$ cat src/rtl/pwm_ratio_gen.sv
// pwm_ratio_gen
//   Responder for the profiler's pwm_update / pwm_ratio / pwm_direction /
//   pwm_done handshake. It turns an 8-bit ratio into a 256-tick PWM waveform
//   and drives a direction pin. New values are taken into shadow registers
//   only at a period start, so a waveform never glitches mid-period.
//
//   Optional macro DIR_DEADTIME_EN: a direction reversal first holds pwm_out
//   low for DEADTIME_PERIODS whole periods before the new direction is driven.
//
// Parameters
//   CLK_DIV           clocks per PWM tick (>= 1); a period is 256 ticks
//   DEADTIME_PERIODS  forced-low periods on a reversal (DIR_DEADTIME_EN only)
//
// Ports
//   clock          in   main clock
//   reset_n        in   asynchronous active-low reset
//   pwm_enable     in   level; low idles the block with the output off
//   pwm_update     in   level; load ratio/direction at the next period start
//   pwm_ratio      in   [7:0] high time in ticks out of 256
//   pwm_direction  in   requested motor direction
//   pwm_done       out  rises once per period that ran on a freshly loaded ratio
//   pwm_out        out  PWM waveform, one clock behind the tick counter
//   pwm_dir_out    out  direction pin
//   period_strobe  out  high on the first clock of every period
//
// States
//   IDLE | disabled; counters and shadows held at zero
//   RUN  | normal PWM generation
//   DEAD | direction reversal pending; output forced low (DIR_DEADTIME_EN only)

module pwm_ratio_gen #(
    parameter int CLK_DIV          = 8,
    parameter int DEADTIME_PERIODS = 2
) (
    input  logic       clock,
    input  logic       reset_n,
    input  logic       pwm_enable,
    input  logic       pwm_update,
    input  logic [7:0] pwm_ratio,
    input  logic       pwm_direction,
    output logic       pwm_done,
    output logic       pwm_out,
    output logic       pwm_dir_out,
    output logic       period_strobe
);
    localparam int PW = (CLK_DIV > 1) ? $clog2(CLK_DIV) : 1;
    localparam logic [PW-1:0] PRE_LAST = PW'(CLK_DIV - 1);

    if (CLK_DIV < 1 || DEADTIME_PERIODS < 1) begin : g_param_check
        $error("pwm_ratio_gen: CLK_DIV and DEADTIME_PERIODS must be >= 1");
    end

`ifdef DIR_DEADTIME_EN
    localparam int DW = (DEADTIME_PERIODS > 1) ? $clog2(DEADTIME_PERIODS) : 1;
    localparam logic [DW-1:0] DEAD_LOAD = DW'(DEADTIME_PERIODS - 1);
    typedef enum logic [1:0] {IDLE, RUN, DEAD} state_t;
    logic [DW-1:0] dead_cnt, dead_nx;
`else
    typedef enum logic {IDLE, RUN} state_t;
`endif

    state_t        state, state_nx;
    logic [PW-1:0] prescaler, prescaler_nx;
    logic [7:0]    tick_cnt, tick_nx;
    logic [7:0]    shadow_ratio, ratio_nx;
    logic          shadow_dir, dir_nx;
    logic          loaded, loaded_nx;
    logic          done_nx, out_nx, dir_out_nx;
    logic          period_start, period_end;

    assign period_start  = (tick_cnt == 8'd0)  && (prescaler == '0);
    assign period_end    = (tick_cnt == 8'hFF) && (prescaler == '0);
    // Counters sit at zero while reset or disabled; gate so the strobe stays low then.
    assign period_strobe = reset_n && pwm_enable && period_start;

    always_comb begin
        state_nx     = state;
        prescaler_nx = prescaler;
        tick_nx      = tick_cnt;
        ratio_nx     = shadow_ratio;
        dir_nx       = shadow_dir;
        loaded_nx    = loaded;
        done_nx      = pwm_done;
        dir_out_nx   = pwm_dir_out;
        out_nx       = 1'b0;
`ifdef DIR_DEADTIME_EN
        dead_nx      = dead_cnt;
`endif
        if (!pwm_enable) begin
            state_nx     = IDLE;
            prescaler_nx = '0;
            tick_nx      = '0;
            ratio_nx     = '0;
            dir_nx       = 1'b0;
            loaded_nx    = 1'b0;
            done_nx      = 1'b0;
`ifdef DIR_DEADTIME_EN
            dead_nx      = '0;
`endif
        end else begin
            if (prescaler == PRE_LAST) begin
                prescaler_nx = '0;
                tick_nx      = tick_cnt + 8'd1;
            end else begin
                prescaler_nx = prescaler + 1'b1;
            end

            if (state == IDLE)
                state_nx = RUN;

            if (period_end && loaded) begin
                done_nx   = 1'b1;
                loaded_nx = 1'b0;
            end

            if (period_start) begin
`ifdef DIR_DEADTIME_EN
                if (state == DEAD) begin
                    if (dead_cnt == '0) begin
                        // The pending direction is always the opposite of the shadow.
                        state_nx   = RUN;
                        ratio_nx   = pwm_ratio;
                        dir_nx     = ~shadow_dir;
                        dir_out_nx = ~shadow_dir;
                        loaded_nx  = 1'b1;
                        done_nx    = 1'b0;
                    end else begin
                        dead_nx = dead_cnt - 1'b1;
                    end
                end else if (pwm_update) begin
                    ratio_nx = pwm_ratio;
                    done_nx  = 1'b0;
                    if (pwm_direction != shadow_dir) begin
                        state_nx  = DEAD;
                        dead_nx   = DEAD_LOAD;
                        loaded_nx = 1'b0;
                    end else begin
                        dir_out_nx = pwm_direction;
                        loaded_nx  = 1'b1;
                    end
                end
`else
                if (pwm_update) begin
                    ratio_nx   = pwm_ratio;
                    dir_nx     = pwm_direction;
                    dir_out_nx = pwm_direction;
                    done_nx    = 1'b0;
                    loaded_nx  = 1'b1;
                end
`endif
            end

            // Compare against the ratio in force for this tick, including one
            // being loaded right now, so tick 0 of a new period is correct.
            out_nx = (tick_cnt < ratio_nx);
`ifdef DIR_DEADTIME_EN
            if (state_nx == DEAD)
                out_nx = 1'b0;
`endif
        end
    end

    always_ff @(posedge clock or negedge reset_n) begin
        if (!reset_n) begin
            state        <= IDLE;
            prescaler    <= '0;
            tick_cnt     <= '0;
            shadow_ratio <= '0;
            shadow_dir   <= 1'b0;
            loaded       <= 1'b0;
            pwm_done     <= 1'b0;
            pwm_out      <= 1'b0;
            pwm_dir_out  <= 1'b0;
`ifdef DIR_DEADTIME_EN
            dead_cnt     <= '0;
`endif
        end else begin
            state        <= state_nx;
            prescaler    <= prescaler_nx;
            tick_cnt     <= tick_nx;
            shadow_ratio <= ratio_nx;
            shadow_dir   <= dir_nx;
            loaded       <= loaded_nx;
            pwm_done     <= done_nx;
            pwm_out      <= out_nx;
            pwm_dir_out  <= dir_out_nx;
`ifdef DIR_DEADTIME_EN
            dead_cnt     <= dead_nx;
`endif
        end
    end

endmodule

$ cat config.mk
export PLATFORM = sky130hd
export DESIGN_NAME = pwm_ratio_gen
export DESIGN_NICKNAME = d
export VERILOG_FILES = /design/src/rtl/pwm_ratio_gen.sv
export SDC_FILE = /design/constraint.sdc
export NUM_CORES = 1
export LEC_CHECK = 0
export ABC_AREA = 1
export ABC_CLOCK_PERIOD_IN_PS = 2200
export CAP_MARGIN = 25
export CORE_MARGIN = 2
export CORE_UTILIZATION = 49
export DETAILED_ROUTE_END_ITERATION = 10
export PLACE_DENSITY_LB_ADDON = 0.08
export SLEW_MARGIN = 20
export SYNTH_ARGS = -nofsm -noshare
export SYNTH_HDL_FRONTEND = slang
export SYNTH_SLANG_ARGS = --single-unit
$ cat constraint.sdc
create_clock -name clock -period 2.2 [get_ports clock]
set_input_delay 0.44 -clock clock [delete_from_list [all_inputs] [get_ports clock]]
set_output_delay 0.44 -clock clock [all_outputs]
set_load 0.02 [all_outputs]
# Yosys cells after proc, flatten, opt, wreduce, memory -nomap -nowiden
# Index checks and enable logic that the tools add are counted.
[op_classes]
addsub = 2
multipliers = 0
div_mod_pow = 0
magnitude_cmp = 1
n_eq_ne = 3
shift = 0
muxes = 17
bitwise = 0
reduce_logical = 8
[op_table]
columns = ["op", "count"]
rows = [
  ["$mux W8", 6],
  ["$mux W1", 9],
  ["$add A8 B1 Y8 const B", 1],
  ["$eq A8 B8 Y1 const B", 1],
  ["$logic_not A8 Y1", 1],
  ["$lt A8 B8 Y1", 1],
  ["$mux W3", 2],
  ["$logic_and A1 B1 Y1", 5],
  ["$add A3 B1 Y3 const B", 1],
  ["$eq A3 B3 Y1 const B", 1],
  ["$logic_not A3 Y1", 1],
  ["$reduce_and A3 Y1", 1],
  ["$ne A2 B1 Y1 const B", 1],
]
[word_totals]
register_bits = 23
latchBits = 0
ramBits = 0
rom_bits = 0
in_bits = 13
out_inout_bits = 4
wordCells = 38
n_memories = 0

# Longest topological paths before layout
[logic_depth]
ltp_word = 7
depth_mapped = 13
depth_no_buf = 13

# Worst setup path after synthesis
# OpenSTA, ideal clock, no wires.
[synth_timing]
kind = "register to register"
from = "register tick_cnt[1]"
to = "register pwm_out"
setup_ps = 77
t_arrival_ps = 2096
required_ps = 2123
setup_slack_ps = 27
stages_incl_launch_ff = 12
path_buffers = 0
synth_period_minus_slack_ps = 2173
path_cell_list = "dfrtp_1 inv_1 ha_1 inv_1 nor3_2 nand3_2 nor2_8 mux2i_1 ha_1 a211oi_1 nand3_1 a21oi_1"
[synth_between]
elab_chain_len = 6
[synth_lines]
columns = ["item", "line", "source"]
rows = [
  ["start, declared", "64", "logic [7:0] tick_cnt, tick_nx;"],
  ["start signal, assigned", "180", "tick_cnt <= tick_nx;"],
  ["$logic_not A8 Y1", "71", "assign period_start = (tick_cnt == 8'd0) && (prescaler == '0);"],
  ["$logic_and A1 B1 Y1", "71", ""],
  ["$mux W8", "116", "if (period_start) begin"],
  ["$mux W8", "89", "if (!pwm_enable) begin"],
  ["$lt A8 B8 Y1 (*)", "155", "out_nx = (tick_cnt < ratio_nx);"],
  ["$mux W1 (*)", "89", ""],
  ["net out_nx", "68", "logic done_nx, out_nx, dir_out_nx;"],
  ["end signal, assigned", "185", "pwm_out <= out_nx;"],
  ["end, declared", "42", "output logic pwm_out,"],
]
# Mark *: on every way through the listed nets, which the timed path passes. The rest lies on a longest branch. The select of a mux whose other input is x is not followed.
# A chain may end at the register's enable or synchronous reset.

# Final worst setup path
# Ends and elaborated chain as after synthesis.

==> flow_summary.json <==
{
  "synth.ff_latch_count": 23,
  "count_of_antenna_violating_nets_left_after_detailed_routing": 0,
  "critical_path_launch_point": "tick_cnt[1]",
  "post-layout-total-power_uw": 934.0,
  "critPathBufInv": 4,
  "design.core.area_um2": 2522,
  "synthSimpleGateAreaFrac": 0.2365,
  "timing.critical_path.slowest_cell_delay_ns": 0.41,
  "finalWorstPathRequiredPeriod_ns": 2.215,
  "synth_adder_area_share": 0.1140,
  "finish.utilization": 0.7371,
  "numClockSinks": 23,
  "cp-start-kind": "flip-flop",
  "timing_hold_violations_final": 0,
  "cts_buffer_depth": 2,
  "r2r.worst_path.cells": 13,
  "antenna_found_initial": 0,
  "violations_in_the_final_reports": "setup timing",
  "critPathSlowestCell": "dfrtp_1",
  "finalNetCount": 222,
  "cts_made_buffers": 3,
  "synthXorXnorAreaFrac": 0,
  "n_fill_cell": 192,
  "p_per_area_nw_per_um2": 502.4,
  "timing.critical_path.cells": "inv_2, ha_4, inv_2, nor3_2, nand3_2, nor2_8, buf_12, buf_4, mux2i_1, ha_1, nand2_1, nor2_1, a21oi_2",
  "insertedDiodeCount": 0,
  "critPathCaptureType": "flip-flop",
  "wirelength_mm": 2.932,
  "worst-r2r-setup-slack_ns": -0.02,
  "count_of_input_and_output_buffers": 16,
  "die_h_um": 55.86,
  "io-pin-count": 17,
  "clk_latency_ns": 0.32,
  "ir_worst_vdd_mv": 0.5227,
  "synth.net_count": 175,
  "whs_endpoint": "pwm_dir_out",
  "layout-drive-gt1-share": 0.2959,
  "worstSetupPathType": "reg2reg",
  "yosysUniqueCellTypes": 24,
  "detailedPlace.worstSlack_ns": -0.1705,
  "dieArea_um2": 3120,
  "largest_family_of_logic_cells_by_synthesized_area": "simple AND/OR/NAND/NOR gates",
  "endpoint_of_the_worst_register_to_register_path": "pwm_out",
  "worstPathMaxFanout": 5,
  "syn_avg_cell_area_um2": 8.783,
  "worstPathRequired_ns": 2.45,
  "power_switching_share": 0.2870,
  "grt_setup_unrepaired": "true",
  "whs_path_depth": 1,
  "grt_pass1_vias": 1159,
  "std_cell_rows": 18,
  "clock-skew-final_ns": 0.007052,
  "cts_root_buffer": "clkbuf_4",
  "worstHoldStart": "pwm_dir_out",
  "status": "complete, but fails checks",
  "final.period_utilization": 1.007,
  "clkSlewWorstSetupHoldPaths_ns": 0.13,
  "ys_warn_count": 0,
  "slew_violations": 0,
  "die_outline_width_um": 55.86,
  "post_synthesis_instance_total": 150,
  "ctsHtreeMaxLevel": 1,
  "min_path_type": "reg2reg",
  "gr-total-overflow": 0,
  "detailed_place_hpwl_mm": 2.104,
  "post_synth_mux_area_share": 0.06458,
  "r2r_start": "tick_cnt[1]",
  "route.vias.total": 1147,
  "wire_per_inst_um": 12.97,
  "drt_first_pass_iters": 4,
  "postLayoutSetupSlackWorst_ns": -0.01514,
  "vias_per_cell": 5.075,
  "power.share.clock": 0.209,
  "maximum_number_of_pins_on_one_net_before_global_route_repair": 24,
  "cell_internal_pwr_uw": 665.9,
  "slew_headroom": 0.7539,
  "gr-usage-all-layers": 0.2040,
  "initial_utilization": 0.5223,
  "post_detailed_route_drc_marker_count": 0,
  "worst-endpoint-arrival_ns": 2.47,
  "global_route_wire_length_before_repair_mm": 5.092,
  "achievable-frequency_mhz": 451.4,
  "crit_path_most_repeated_cell": "inv_2",
  "initialDrtViolationCount": 24,
  "crit_family": "simple AND/OR/NAND/NOR gates",
  "synth.cell_area_um2": 1318,
  "areaGrowthSynthToFinish_pct": 41.12,
  "max_cap_viol_count": 0,
  "comb_power_share": 0.298,
  "static-leakage-power_nw": 0.9374,
  "synth.yosys.seq_area_share": 0.4368,
  "place_congestion": 0.8488,
  "ctsHoldBuffers": 0,
  "clock_tree_from_tritoncts": "done",
  "synth_area_in_compound_gates": 0.07407,
  "setup_viol_count_final": 1,
  "worst_pin_slew_ns": 0.3598,
  "switchingPower_uw": 268.1,
  "seqPwrFrac": 0.493
}
registers in the layout (all words and copies together) (netlist names):
signal and flops:
pwm_done 1, shadow_ratio 8, tick_cnt 8, prescaler 3
loaded 1, pwm_out 1, pwm_dir_out 1
stage by stage:
stage / area, um^2 / setup TNS (ns) / instances / hold WS [ns]
3_5_place_dp: 1622 / -0.1852 / 208 / 0.4571
3_3_place_gp: 1622 / -0.1258 / 208 / 0.4471
4_1_cts: 1784 / -0.02789 / 223 / 0.5368
5_1_grt: 1859 / -0.1560 / 226 / 0.5558
2_1_floorplan: 1318 / 0 / 150 / 0.1444
6_report: 1859 / -0.01514 / 226 / 0.5297
layout make-up:
class / instances / area [um^2] / area share
Inverter: 21 / 78.83 / 0.04240
Tap cell: 30 / 37.54 / 0.02019
Sequential cell: 23 / 575.6 / 0.3096
Clock inverter: 1 / 5.005 / 0.002692
Clock buffer: 3 / 22.52 / 0.01211
Timing Repair Buffer: 45 / 389.1 / 0.2093
Multi-Input combinational cell: 103 / 750.7 / 0.4038
synth_stat cells, drive strengths merged:
| cell type | instances | area share |
|---|---|---|
| a2111oi | 1 | 0.0066 |
| a211oi | 1 | 0.0057 |
| a21o | 1 | 0.0066 |
| a21oi | 7 | 0.027 |
| a31oi | 1 | 0.0048 |
| buf | 1 | 0.0085 |
| clkbuf | 2 | 0.0057 |
| dfrtp | 23 | 0.44 |
| ha | 12 | 0.11 |
| inv | 21 | 0.060 |
| mux2 | 1 | 0.011 |
| mux2i | 7 | 0.053 |
| nand2 | 27 | 0.083 |
| nand3 | 9 | 0.038 |
| nand4 | 1 | 0.0048 |
| nor2 | 24 | 0.081 |
| nor3 | 5 | 0.030 |
| o21ai | 5 | 0.019 |
| o22ai | 1 | 0.0048 |
logic make-up after synthesis:
kind of cell | after synthesis
adder cells (fa/ha/maj) | 12
multiplexers | 8
AND/OR/NAND/NOR | 66
flip-flops | 23
AO/OA/AOI/OAI | 17
buffers and inverters | 24
metal layers:
layer | wire length [um] | vias to the layer above | global-route usage | part of all wire
li1 | - | 578 | - | -
met3 | 80 | 5 | 0.03488 | 0.027
met2 | 1477 | 17 | 0.3486 | 0.50
met4 | 39 | 0 | 0.07143 | 0.013
met5 | 0 | - | 0 | 0
met1 | 1334 | 547 | 0.2608 | 0.45
what timing repair did:
action                     4_1_cts  5_1_grt
gates resized for setup         14       11
pin swaps                       13        2
setup buffers                   11        3
setup endpoints to repair        2        3
power groups by stage:
stage	Sequential (mW)	Combinational, mW	Clock, mW
after floorplan	0.474	0.108	0
after global placement	0.466	0.204	0
after detailed placement	0.466	0.208	0
after CTS	0.460	0.251	0.201
after global routing	0.464	0.309	0.220
final	0.461	0.278	0.196
placed cells by master (no fill, tap or decap), drive strengths merged:
cell type	count
a2111oi	1
a211oi	1
a21o	1
a21oi	7
a31oi	1
buf	30
clkbuf	3
clkdlybuf4s50	15
clkinv	1
dfrtp	23
ha	12
inv	21
mux2	1
mux2i	7
nand2	27
nand3	9
nand4	1
nor2	24
nor3	5
o21ai	5
o22ai	1
worst max-delay path by stage:
stage,slack (ns),depth (start not counted),endpoint
detailed placement,-0.17,11,pwm_out
global route,-0.14,12,pwm_out
global placement,-0.11,8,pwm_out
CTS,-0.03,12,pwm_out
finish,-0.02,13,pwm_out
floorplan,0.03,11,pwm_out
Power figures use the tool's default switching activity.
